**src/rtl/de_pipe_reg.sv**
```systemverilog
// D/E pipeline register with flush, hazard-stall bubble insertion
// and a saturating stall-cycle counter.
module de_pipe_reg (
  input  logic        Clk,
  input  logic        Reset,
  input  logic        Req,
  input  logic [31:0] D_PC,
  input  logic [31:0] D_Instr,
  input  logic [31:0] D_RS,
  input  logic [31:0] D_RT,
  input  logic [31:0] D_Ext,
  input  logic [3:0]  D_MDType,
  input  logic [4:0]  D_ExcCode,
  input  logic        D_BD,
  input  logic        D_DataStall,
  input  logic        E_Start,
  input  logic        E_Busy,
  output logic [31:0] E_PC,
  output logic [31:0] E_Instr,
  output logic [31:0] E_RS,
  output logic [31:0] E_RT,
  output logic [31:0] E_Ext,
  output logic [3:0]  E_MDType,
  output logic [4:0]  E_ExcCode,
  output logic        E_BD,
  output logic        E_Valid,
  output logic        StallFD,
  output logic [15:0] StallCount
);

  localparam logic [31:0] RESET_PC = 32'h0000_3000;
  localparam logic [31:0] EXC_PC   = 32'h0000_4180;
  localparam logic [3:0]  MD_NONE  = 4'd0;

  logic md_stall;

  // Non-MD instructions never wait on the mult/div unit.
  assign md_stall = (D_MDType != MD_NONE) && (E_Start || E_Busy);
  assign StallFD  = md_stall || D_DataStall;

  always_ff @(posedge Clk) begin
    if (Reset) begin
      E_PC      <= RESET_PC;
      E_Instr   <= '0;
      E_RS      <= '0;
      E_RT      <= '0;
      E_Ext     <= '0;
      E_MDType  <= '0;
      E_ExcCode <= '0;
      E_BD      <= 1'b0;
      E_Valid   <= 1'b0;
    end else if (Req) begin
      E_PC      <= EXC_PC;
      E_Instr   <= '0;
      E_RS      <= '0;
      E_RT      <= '0;
      E_Ext     <= '0;
      E_MDType  <= '0;
      E_ExcCode <= '0;
      E_BD      <= 1'b0;
      E_Valid   <= 1'b0;
    end else if (StallFD) begin
      // Bubble keeps PC/BD so a later exception reports the right EPC.
      E_PC      <= D_PC;
      E_Instr   <= '0;
      E_RS      <= '0;
      E_RT      <= '0;
      E_Ext     <= '0;
      E_MDType  <= '0;
      E_ExcCode <= '0;
      E_BD      <= D_BD;
      E_Valid   <= 1'b0;
    end else begin
      E_PC      <= D_PC;
      E_Instr   <= D_Instr;
      E_RS      <= D_RS;
      E_RT      <= D_RT;
      E_Ext     <= D_Ext;
      E_MDType  <= D_MDType;
      E_ExcCode <= D_ExcCode;
      E_BD      <= D_BD;
      E_Valid   <= 1'b1;
    end
  end

  always_ff @(posedge Clk) begin
    if (Reset) begin
      StallCount <= '0;
    end else if (StallFD && (StallCount != 16'hFFFF)) begin
      StallCount <= StallCount + 16'd1;
    end
  end

endmodule

```
**config.mk**
```make
export PLATFORM = sky130hd
export DESIGN_NAME = de_pipe_reg
export DESIGN_NICKNAME = d
export VERILOG_FILES = /design/src/rtl/de_pipe_reg.sv
export SDC_FILE = /design/constraint.sdc
export NUM_CORES = 1
export LEC_CHECK = 0
export CELL_PAD_IN_SITES_DETAIL_PLACEMENT = 1
export CELL_PAD_IN_SITES_GLOBAL_PLACEMENT = 1
export CORE_MARGIN = 5
export CORE_UTILIZATION = 27
export CTS_CLUSTER_SIZE = 40
export DETAILED_ROUTE_END_ITERATION = 8
export GPL_ROUTABILITY_DRIVEN = 0
export PLACE_DENSITY = 0.94
export SYNTH_ARGS = -nofsm -noshare
export SYNTH_HDL_FRONTEND = slang
export SYNTH_SLANG_ARGS = --single-unit
```
**constraint.sdc**
```tcl
create_clock -name Clk -period 2.7 [get_ports Clk]
set_input_delay 0.54 -clock Clk [delete_from_list [all_inputs] [get_ports Clk]]
set_output_delay 0.54 -clock Clk [all_outputs]
set_load 0.05 [all_outputs]
```
==> flow_summary.json <==
{
  "status": "completed",
  "syn_nets": 654,
  "drive_gt1_share_pct": 5.69,
  "fin_crit_sh_pct": 95.0,
  "crit_type": "input port to output port",
  "cts_inserted_buffers": 17,
  "synth_edf_count": 0,
  "grt_overflow": 0,
  "worst_ep_arrival_time_ns": 2.02,
  "fin_setup_tns_ns": 0,
  "worstSetupEndpointType": "output port",
  "post-route-drc-count": 0,
  "grt_pass1_wl_um": 32900,
  "ys_warn_count": 0,
  "wl_per_cell_um": 20.0,
  "vias": 4851,
  "port_buffers": 363,
  "fin_cells": 1116,
  "synth_area_leaders": "dfxtp_1 68%, and3_1 16%, and2_1 3.3%",
  "relSlewSlack_pct": 61.1,
  "r2r_slack_ns": 0.85,
  "htreeDepth": 4,
  "fin_worst_skew_ns": 0.000886,
  "r2r-end": "StallCount[15]",
  "start_kind": "input port",
  "clock_latency_ns": 0.41,
  "antenna_found_initial": 3,
  "vias_per_cell": 4.35,
  "die_area_um2": 23200,
  "synth_cell_types": 31,
  "cts_setup_buffers": 0,
  "cp.depth": 5,
  "r2r-start": "StallCount[0]",
  "peakVddDrop_mv": 0.339,
  "drv_cap": 0,
  "async_reset_ff_share_pct": 0,
  "cp.required_ns": 2.16,
  "core.rowCount": 52,
  "cts.reportedPaths.clkPinSlew_ns": 0.07,
  "p_leak_nw": 4.22,
  "fmaxAchievable_mhz": 390,
  "cpLargestDelayFamily": "buffers and inverters",
  "dp_hpwl_um": 17300,
  "reg2reg_depth": 7,
  "num_io_pins": 364,
  "grt_max_degree": 84,
  "clockBufferDepth": 2,
  "antenna_left": 0,
  "grt_usage_pct": 18.4,
  "yosys-top-cells-count": "187 x dfxtp_1, 138 x and3_1, 29 x and2_1",
  "cts_tree": "built",
  "worstMarginPinSlew_ns": 0.581,
  "synth_top_area_share_pct": 68.3,
  "min_path_type": "register to register",
  "first_pass_iters": 4,
  "slew_viol_final": 0,
  "crit_start": "D_MDType[1]",
  "critPathMaxStageDelay_ns": 0.56,
  "drtIter0Drc": 152,
  "rsz0062_at_grt": "no",
  "start_util_pct": 27.3,
  "dp.cells": 1081,
  "min_path_cells": 2,
  "crit_chain": "clkdlybuf4s50_1, or4_4, a21oi_4, inv_2, buf_4",
  "cpMaxStageDelayCell": "or4_4",
  "grt_pass1_vias": 5293,
  "hold_violations": 0,
  "stdcell_area_um2": 9980,
  "fin_nets": 1007,
  "ys_ff_latch": 187,
  "syn2layout_area_growth_pct": 82.2,
  "clkSinkCount": 187,
  "coreArea_um2": 20100,
  "post_cts_resized": 0,
  "postCtsHoldBufs": 0,
  "period_needed_ns": 2.56,
  "syn_area_per_cell_um2": 11.5,
  "setup_viol": 0,
  "synthesis.area_um2": 5480,
  "drt_wl_total_um": 22300,
  "place_area_um2": 9400,
  "synth_top_area_cell": "dfxtp_1",
  "die_y_um": 152,
  "path_max_fanout": 2,
  "die_w_um": 152,
  "power_density_nw_per_um2": 594,
  "root_buffer": "clkbuf_16",
  "synthFlopType": "dfxtp_1",
  "yosysSeqAreaShare_pct": 68.3,
  "crit_path_end": "StallFD",
  "synth.most_common_cell": "dfxtp_1",
  "critPathBufInv": 3,
  "syn_inst": 477,
  "whs_ns": 0.570
}
area by class of cell:
type                    instances  area (µm²)
inverters                       2        7.51
flip-flops and latches        187        3740
repair buffers                371        3750
diodes                          3        7.51
well taps                     270         338
fillers                      2119       10100
multi-input cells             251        1560
clock inverters                13         128
clock buffers                  19         443
how the worst min path moves through the flow:
stage	slack (ns)	endpoint	startpoint
final	0.57	StallCount[6]	StallCount[6]
after global routing	0.62	StallCount[6]	StallCount[6]
after CTS	0.58	StallCount[6]	StallCount[6]
after detailed placement	0.56	StallCount[6]	StallCount[6]
after global placement	0.55	StallCount[12]	StallCount[12]
after floorplan	0.61	E_Valid	Req
cells in the final DEF (no fill, tap or decap), types with 2 or more instances in the layout:
| master | synthesis | routed |
|---|---|---|
| clkdlybuf4s50_1 | 0 | 362 |
| dfxtp_1 | 187 | 187 |
| and3_1 | 138 | 138 |
| and2_1 | 29 | 29 |
| nor2_1 | 24 | 23 |
| clkbuf_16 | 0 | 17 |
| xnor2_1 | 13 | 13 |
| nand3_1 | 8 | 8 |
| nor3_1 | 6 | 6 |
| nor4_1 | 5 | 5 |
| nand2_1 | 5 | 5 |
| inv_8 | 0 | 5 |
| buf_12 | 0 | 5 |
| nand4_1 | 4 | 4 |
| buf_4 | 1 | 4 |
| diode_2 | 0 | 3 |
| a21o_1 | 2 | 2 |
| and4_1 | 2 | 2 |
| nor3_2 | 2 | 2 |
| a21oi_1 | 2 | 2 |
| inv_6 | 0 | 2 |
| clkinv_4 | 0 | 2 |
| clkinvlp_4 | 0 | 2 |
stage by stage:
step	setup WS, ns	total power [mW]	util [%]
2_1_floorplan	0.432	3.18	-
3_3_place_gp	0.175	3.57	46.8
3_5_place_dp	0.133	3.59	46.8
4_1_cts	0.131	6.01	49.6
5_1_grt	0.0904	6.16	49.6
6_report	0.136	5.92	49.6
worst min-delay path: cells and delay by family (launching register included):
family,cells,cell delay [ns]
xor+xnor,1,0.09
flops,1,0.38
simple gates,1,0.07
kinds of logic (layout without fill, tap and decap cells):
| group | after synthesis | in the layout | share of synthesized area [%] |
|---|---|---|---|
| adder cells (fa/ha/maj) | 1 | 1 | 0.228 |
| XOR/XNOR | 13 | 13 | 2.08 |
| buffers and inverters | 39 | 405 | 3.33 |
| flip-flops | 187 | 187 | 68.3 |
| other | 0 | 3 | 0 |
| AND/OR/NAND/NOR | 228 | 228 | 24.8 |
| AO/OA/AOI/OAI | 9 | 9 | 1.26 |
power breakdown:
part           total, mW  switching [mW]  internal, mW
registers           2.83          0.0236          2.81
clock network       2.40            1.15          1.25
logic              0.695           0.343         0.352
total               5.92            1.51          4.41
layer usage:
metal	global-route usage [%]	up-vias	wire (µm)
met5	0	-	0
met4	8.70	0	774
met3	4.15	43	1030
li1	-	2315	-
met2	33.7	173	11800
met1	20.0	2320	8680
flip-flops by register name, indices dropped and copies added, names as in the netlist, 4 cells and up:
name and cells:
E_RS 32, E_ExcCode 5, E_Instr 32, E_Ext 32, E_RT 32, E_PC 32
E_MDType 4, StallCount 16
Note: power is estimated with default switching activity, not from simulation.
